==> config.mk <==
export PLATFORM = sky130hd
export DESIGN_NAME = minicpu_sequencer_flat
export DESIGN_NICKNAME = d
export VERILOG_FILES = /design/src/rtl/minicpu_sequencer_if.sv /design/src/rtl/minicpu_sequencer.sv /design/src/flat_wrapper.sv
export SDC_FILE = /design/constraint.sdc
export NUM_CORES = 1
export LEC_CHECK = 0
export ABC_AREA = 1
export CORE_ASPECT_RATIO = 0.9
export CORE_MARGIN = 2
export CORE_UTILIZATION = 64
export CTS_CLUSTER_DIAMETER = 80
export DETAILED_ROUTE_END_ITERATION = 12
export PLACE_DENSITY = 0.85
export RECOVER_POWER = 100
export SETUP_SLACK_MARGIN = 0.15
export SLEW_MARGIN = 5
export SYNTH_ARGS = -nofsm -noshare
export SYNTH_HDL_FRONTEND = slang
export SYNTH_SLANG_ARGS = --single-unit
export TNS_END_PERCENT = 1
==> constraint.sdc <==
create_clock -name clk -period 4 [get_ports clk]
set_input_delay 1.2 -clock clk [delete_from_list [all_inputs] [get_ports clk]]
set_output_delay 1.2 -clock clk [all_outputs]
set_load 0.05 [all_outputs]
==> src/rtl/minicpu_sequencer_if.sv <==
// Bus between the MiniCPU instruction sequencer and its environment: program load,
// run control, and the instruction fields/result exchanged with the CPU.
interface minicpu_sequencer_if #(
  parameter int unsigned AW = 4
);
  logic          prog_we;
  logic [AW-1:0] prog_addr;
  logic [12:0]   prog_data;
  logic [AW:0]   prog_len;
  logic          start;
  logic          stop;
  logic [3:0]    alu_result;
  logic [2:0]    opcode;
  logic [1:0]    wr_addr;
  logic [1:0]    rd_addr1;
  logic [1:0]    rd_addr2;
  logic [3:0]    wr_data;
  logic [AW-1:0] pc;
  logic [3:0]    last_result;
  logic          busy;
  logic          done;

  modport master (
    output prog_we, prog_addr, prog_data, prog_len, start, stop, alu_result,
    input  opcode, wr_addr, rd_addr1, rd_addr2, wr_data, pc, last_result, busy, done
  );

  modport slave (
    input  prog_we, prog_addr, prog_data, prog_len, start, stop, alu_result,
    output opcode, wr_addr, rd_addr1, rd_addr2, wr_data, pc, last_result, busy, done
  );
endinterface

==> src/rtl/minicpu_sequencer.sv <==
// Steps a small loadable program into MiniCPU, one instruction per two cycles.
// Define MINICPU_SEQ_LOOP_EN to repeat the program until stop/rst instead of finishing.
module minicpu_sequencer #(
  parameter int unsigned DEPTH   = 16,
  parameter int unsigned AW      = $clog2(DEPTH),
  parameter logic [2:0]  IDLE_OP = 3'b000
) (
  input logic                clk,
  input logic                rst,
  minicpu_sequencer_if.slave bus
);

  typedef enum logic [1:0] {StIdle, StFetch, StIssue, StDone} state_e;

  localparam logic [12:0] IdleInstr = {IDLE_OP, 10'b0};
  localparam logic [AW:0] DepthLen  = (AW + 1)'(DEPTH);
  localparam logic [AW:0] LenOne    = (AW + 1)'(1);

  state_e        state_q, state_d;
  logic [AW-1:0] pc_q, pc_d;
  logic [AW:0]   len_q, len_d;
  logic [12:0]   instr_q, instr_d;
  logic [3:0]    result_q, result_d;
  logic          is_last;

  logic [12:0]   mem [DEPTH];

  // Program memory is deliberately left unreset so a loaded program survives rst.
  always_ff @(posedge clk) begin
    if (state_q == StIdle && bus.prog_we) begin
      mem[bus.prog_addr] <= bus.prog_data;
    end
  end

  assign is_last = ({1'b0, pc_q} == (len_q - LenOne));

  always_comb begin
    state_d  = state_q;
    pc_d     = pc_q;
    len_d    = len_q;
    instr_d  = IdleInstr;
    result_d = result_q;
    unique case (state_q)
      StIdle: begin
        if (bus.start) begin
          if (bus.prog_len != '0) begin
            len_d   = (bus.prog_len > DepthLen) ? DepthLen : bus.prog_len;
            pc_d    = '0;
            state_d = StFetch;
          end else begin
            state_d = StDone;
          end
        end
      end
      StFetch: begin
        if (bus.stop) begin
          state_d = StIdle;
        end else begin
          instr_d = mem[pc_q];
          state_d = StIssue;
        end
      end
      StIssue: begin
        // The CPU write on this edge happens regardless of stop, so capture its result too.
        result_d = bus.alu_result;
        if (bus.stop) begin
          state_d = StIdle;
        end else if (is_last) begin
`ifdef MINICPU_SEQ_LOOP_EN
          pc_d    = '0;
          state_d = StFetch;
`else
          state_d = StDone;
`endif
        end else begin
          pc_d    = pc_q + 1'b1;
          state_d = StFetch;
        end
      end
      StDone: begin
        state_d = StIdle;
      end
      default: begin
        state_d = StIdle;
      end
    endcase
  end

  always_ff @(posedge clk) begin
    if (rst) begin
      state_q  <= StIdle;
      pc_q     <= '0;
      len_q    <= '0;
      instr_q  <= IdleInstr;
      result_q <= '0;
    end else begin
      state_q  <= state_d;
      pc_q     <= pc_d;
      len_q    <= len_d;
      instr_q  <= instr_d;
      result_q <= result_d;
    end
  end

  assign bus.opcode      = instr_q[12:10];
  assign bus.wr_addr     = instr_q[9:8];
  assign bus.rd_addr1    = instr_q[7:6];
  assign bus.rd_addr2    = instr_q[5:4];
  assign bus.wr_data     = instr_q[3:0];
  assign bus.pc          = pc_q;
  assign bus.last_result = result_q;
  assign bus.busy        = (state_q == StFetch) || (state_q == StIssue);
  assign bus.done        = (state_q == StDone);

endmodule

==> src/flat_wrapper.sv <==
// flat-port wrapper written by rule: the top's interface ports become plain ports
module minicpu_sequencer_flat 
#(
  parameter int unsigned DEPTH   = 16,
  parameter int unsigned AW      = $clog2(DEPTH),
  parameter logic [2:0]  IDLE_OP = 3'b000
)
  (clk, rst, bus_prog_we, bus_prog_addr, bus_prog_data, bus_prog_len, bus_start, bus_stop, bus_alu_result, bus_opcode, bus_wr_addr, bus_rd_addr1, bus_rd_addr2, bus_wr_data, bus_pc, bus_last_result, bus_busy, bus_done);
  minicpu_sequencer_if #(.AW(AW)) bus_i ();
  input logic clk;
  input logic rst;
  input wire logic [$bits(bus_i.prog_we)-1:0] bus_prog_we;
  input wire logic [$bits(bus_i.prog_addr)-1:0] bus_prog_addr;
  input wire logic [$bits(bus_i.prog_data)-1:0] bus_prog_data;
  input wire logic [$bits(bus_i.prog_len)-1:0] bus_prog_len;
  input wire logic [$bits(bus_i.start)-1:0] bus_start;
  input wire logic [$bits(bus_i.stop)-1:0] bus_stop;
  input wire logic [$bits(bus_i.alu_result)-1:0] bus_alu_result;
  output wire logic [$bits(bus_i.opcode)-1:0] bus_opcode;
  output wire logic [$bits(bus_i.wr_addr)-1:0] bus_wr_addr;
  output wire logic [$bits(bus_i.rd_addr1)-1:0] bus_rd_addr1;
  output wire logic [$bits(bus_i.rd_addr2)-1:0] bus_rd_addr2;
  output wire logic [$bits(bus_i.wr_data)-1:0] bus_wr_data;
  output wire logic [$bits(bus_i.pc)-1:0] bus_pc;
  output wire logic [$bits(bus_i.last_result)-1:0] bus_last_result;
  output wire logic [$bits(bus_i.busy)-1:0] bus_busy;
  output wire logic [$bits(bus_i.done)-1:0] bus_done;
  assign bus_i.prog_we = bus_prog_we;
  assign bus_i.prog_addr = bus_prog_addr;
  assign bus_i.prog_data = bus_prog_data;
  assign bus_i.prog_len = bus_prog_len;
  assign bus_i.start = bus_start;
  assign bus_i.stop = bus_stop;
  assign bus_i.alu_result = bus_alu_result;
  assign bus_opcode = bus_i.opcode;
  assign bus_wr_addr = bus_i.wr_addr;
  assign bus_rd_addr1 = bus_i.rd_addr1;
  assign bus_rd_addr2 = bus_i.rd_addr2;
  assign bus_wr_data = bus_i.wr_data;
  assign bus_pc = bus_i.pc;
  assign bus_last_result = bus_i.last_result;
  assign bus_busy = bus_i.busy;
  assign bus_done = bus_i.done;
  minicpu_sequencer #(.DEPTH(DEPTH), .AW(AW), .IDLE_OP(IDLE_OP)) u_core (.clk(clk), .rst(rst), .bus(bus_i));
endmodule
==> results.json <==
{
  "vias_per_cell": 6.192,
  "path_buf_inv": 2,
  "post_drt_wl_per_cell_um": 21.05,
  "period_needed_ps": 3324,
  "place.gp.congestion": 0.8781,
  "cts_buffers": 23,
  "cts_hold_buffers": 0,
  "drt-initial-drc-count": 738,
  "ios": 54,
  "clock_skew_ps": 20.48,
  "track_usage_pct": 28.06,
  "num_vias": 6433,
  "totalWireLength_um": 21870,
  "nets": 861,
  "peakVddDrop_uv": 394.4,
  "final_core_util_pct": 74.02,
  "power_density_nw_per_um2": 555.6,
  "endpoint_kind": "output port",
  "synth_cell_type_count": 28,
  "p_leak_nw": 3.666,
  "port_buffers": 53,
  "synth_cells": 773,
  "r2r_setup_slack_ps": 760,
  "synth_edf_count": 208,
  "rsz0062_at_grt": "false",
  "timing.rr.start": "u_core.bus.pc[0]",
  "grt_max_degree": 110,
  "cp-endpoint": "bus_busy",
  "drive_above_1_share_pct": 5.000,
  "ys_seq_area_share_pct": 71.46,
  "htree_levels": 1,
  "drc": 0,
  "reg2regPathDepth": 10,
  "grt_pass1_wl_um": 34190,
  "async_reset_ff_share_pct": 0,
  "routed.top_layer": "met4",
  "antenna_found_initial": 1,
  "fp-row-count": 42,
  "maxSlewViolCount": 110,
  "drtPass1Iterations": 5,
  "core_um2": 14610,
  "avgSynthCellArea_um2": 12.32,
  "critPathMaxStageDelay_ps": 870,
  "mappedNetlistArea_um2": 9525,
  "postRouteAntennaNets": 0,
  "arrival_ps": 2120,
  "cts_setup_buffers": 0,
  "final_cell_area_um2": 10810,
  "cp-startpoint": "u_core.state_q[0]",
  "hold_path.class": "reg2reg",
  "clk_pin_slew_worst_paths_ps": 60,
  "clockRootBuffer": "clkbuf_16",
  "critPathTopFamily": "buffers and inverters",
  "setup_ws_ps": 676.2,
  "die_y_um": 119.7,
  "cts_tree": "yes",
  "initial_core_util_pct": 65.20,
  "grt_overflow_total": 0,
  "setup-tns-final_ps": 0,
  "setup_viol": 0,
  "cp.required_ps": 2800,
  "cts_max_path_buffers": 3,
  "cp.depth": 3,
  "hold_ws_ps": 514.9,
  "pre_cts_ws_ps": 830.7,
  "cts_resized": 0,
  "setup.worst_path.start_class": "flip-flop",
  "grt_pass1_vias": 6300,
  "status": "complete, but fails checks",
  "syn2layout_area_growth_pct": 13.53,
  "die-width_um": 132.6,
  "worstPathMaxFanout": 3,
  "synthesis.nets": 810,
  "clk_latency_ps": 520,
  "crit_type": "reg2out",
  "synth_warnings": 0,
  "placed_cell_area_um2": 10140,
  "clock_sinks": 236,
  "hold_viol_final": 0,
  "wl_met1_um": 8672,
  "slew_headroom_pct": -40.96,
  "wl_met2_um": 10630,
  "crit_chain": "inv_1, ha_1, dlygate4sd3_1",
  "place_hpwl_um": 12870,
  "drv_cap": 1,
  "cp_slowest_cell": "dlygate4sd3_1",
  "period_share_pct": 83.09,
  "yosys_register_bits": 236,
  "route.met3.wl_um": 1958,
  "design.die.area_um2": 15880,
  "synth_ff_type": "edfxtp_1",
  "rr_endpoint": "u_core.bus.pc[0]",
  "tightest_slew_ps": 2114,
  "violations": "max-capacitance violations, max-slew violations",
  "max_freq_ghz": 0.3009
}
-- flip-flops by register name (all words and copies together), names as in the netlist --
register / cells
u_core.len_q: 5
u_core.bus.pc: 4
u_core.mem: 208
u_core.instr_q: 13
u_core.state_q: 2
u_core.bus.last_result: 4
-- cell families after synthesis --
group / after synthesis / synth area share, %
AO/OA/AOI/OAI: 210 / 12.72
XOR/XNOR: 3 / 0.2759
adder cells (fa/ha/maj): 6 / 0.7881
buffers and inverters: 78 / 4.807
flip-flops: 236 / 71.46
AND/OR/NAND/NOR: 240 / 9.957
-- worst min-delay path by stage --
stage	start	endpoint	slack (ps)	cells after the start
after CTS	u_core.len_q[1]	u_core.len_q[1]	510	2
after floorplan	u_core.len_q[4]	u_core.len_q[4]	450	2
after global routing	u_core.len_q[4]	u_core.len_q[4]	540	2
after global placement	u_core.len_q[4]	u_core.len_q[4]	480	2
after detailed placement	u_core.len_q[1]	u_core.len_q[1]	510	2
final	u_core.bus.last_result[3]	u_core.bus.last_result[3]	510	2
-- cells in the final DEF (no fill, tap or decap), drive strengths merged --
cell type | netlist | final
diode | 0 | 1
o22ai | 13 | 13
clkbuf | 14 | 44
nand3 | 25 | 25
edfxtp | 208 | 208
o221ai | 8 | 8
a21oi | 25 | 25
xor2 | 1 | 1
inv | 30 | 31
buf | 34 | 4
nor2 | 178 | 178
nand2 | 32 | 32
clkdlybuf4s50 | 0 | 13
o21ai | 120 | 120
o211ai | 44 | 44
xnor2 | 2 | 2
bufinv | 0 | 4
clkinv | 0 | 9
dlygate4sd3 | 0 | 40
dfxtp | 28 | 28
nor3 | 5 | 5
ha | 6 | 6
-- power by group --
part           switching [mW]  total (mW)  internal, mW
logic                   0.748        1.04         0.289
registers              0.0342        2.79          2.75
clock network           0.871        2.18          1.31
total                    1.65        6.01          4.36
-- worst register-to-register path, stage by stage (launching register included) --
cell and delay, ps:
dfxtp_1 410, clkbuf_2 1500, nor2_1 140, nor2_1 160
nand3_1 90, nor2_1 200, nand3_1 230, nand2_1 170
inv_1 70, nor2_1 90, nor2_1 70
-- synthesized netlist by cell type, types with 2 or more instances --
cell | n | area (um^2)
dfxtp_1 | 28 | 560.5
clkbuf_2 | 4 | 20.02
buf_2 | 13 | 65.06
o221ai_1 | 8 | 70.07
nor3_1 | 5 | 25.02
o211ai_1 | 44 | 330.3
o22ai_1 | 13 | 81.33
buf_6 | 14 | 157.7
a21oi_1 | 25 | 125.1
ha_1 | 6 | 75.07
edfxtp_1 | 208 | 6246
nand3_1 | 24 | 120.1
buf_4 | 6 | 45.04
xnor2_1 | 2 | 17.52
o21ai_1 | 18 | 90.09
clkbuf_1 | 10 | 37.54
nor2_1 | 177 | 664.4
nand2_1 | 31 | 116.4
inv_1 | 27 | 101.4
inv_4 | 2 | 12.51
o21ai_0 | 101 | 505.5
-- metal layers --
metal / global-route usage, % / vias to the layer above
met2: 46.21 / 331
met5: 0 / -
met1: 38.11 / 3150
li1: - / 2898
met4: 9.946 / 0
met3: 5.239 / 54
-- layout make-up --
type	instances	area, um^2
sequential	236	6809
fill	966	3795
multi-input combinational	459	2251
timing repair buffer	74	625.6
clock buffer	27	590.6
tap	198	247.7
clock inverter	14	170.2
inverter	30	117.6
antenna	1	2.502
-- metrics by stage --
stage | instances | power, mW
floorplan | 773 | 3.620
global placement | 997 | 3.820
detailed placement | 997 | 3.871
CTS | 1038 | 6.031
global route | 1038 | 6.222
finish | 1039 | 6.008
(Power assumes the default switching activity.)
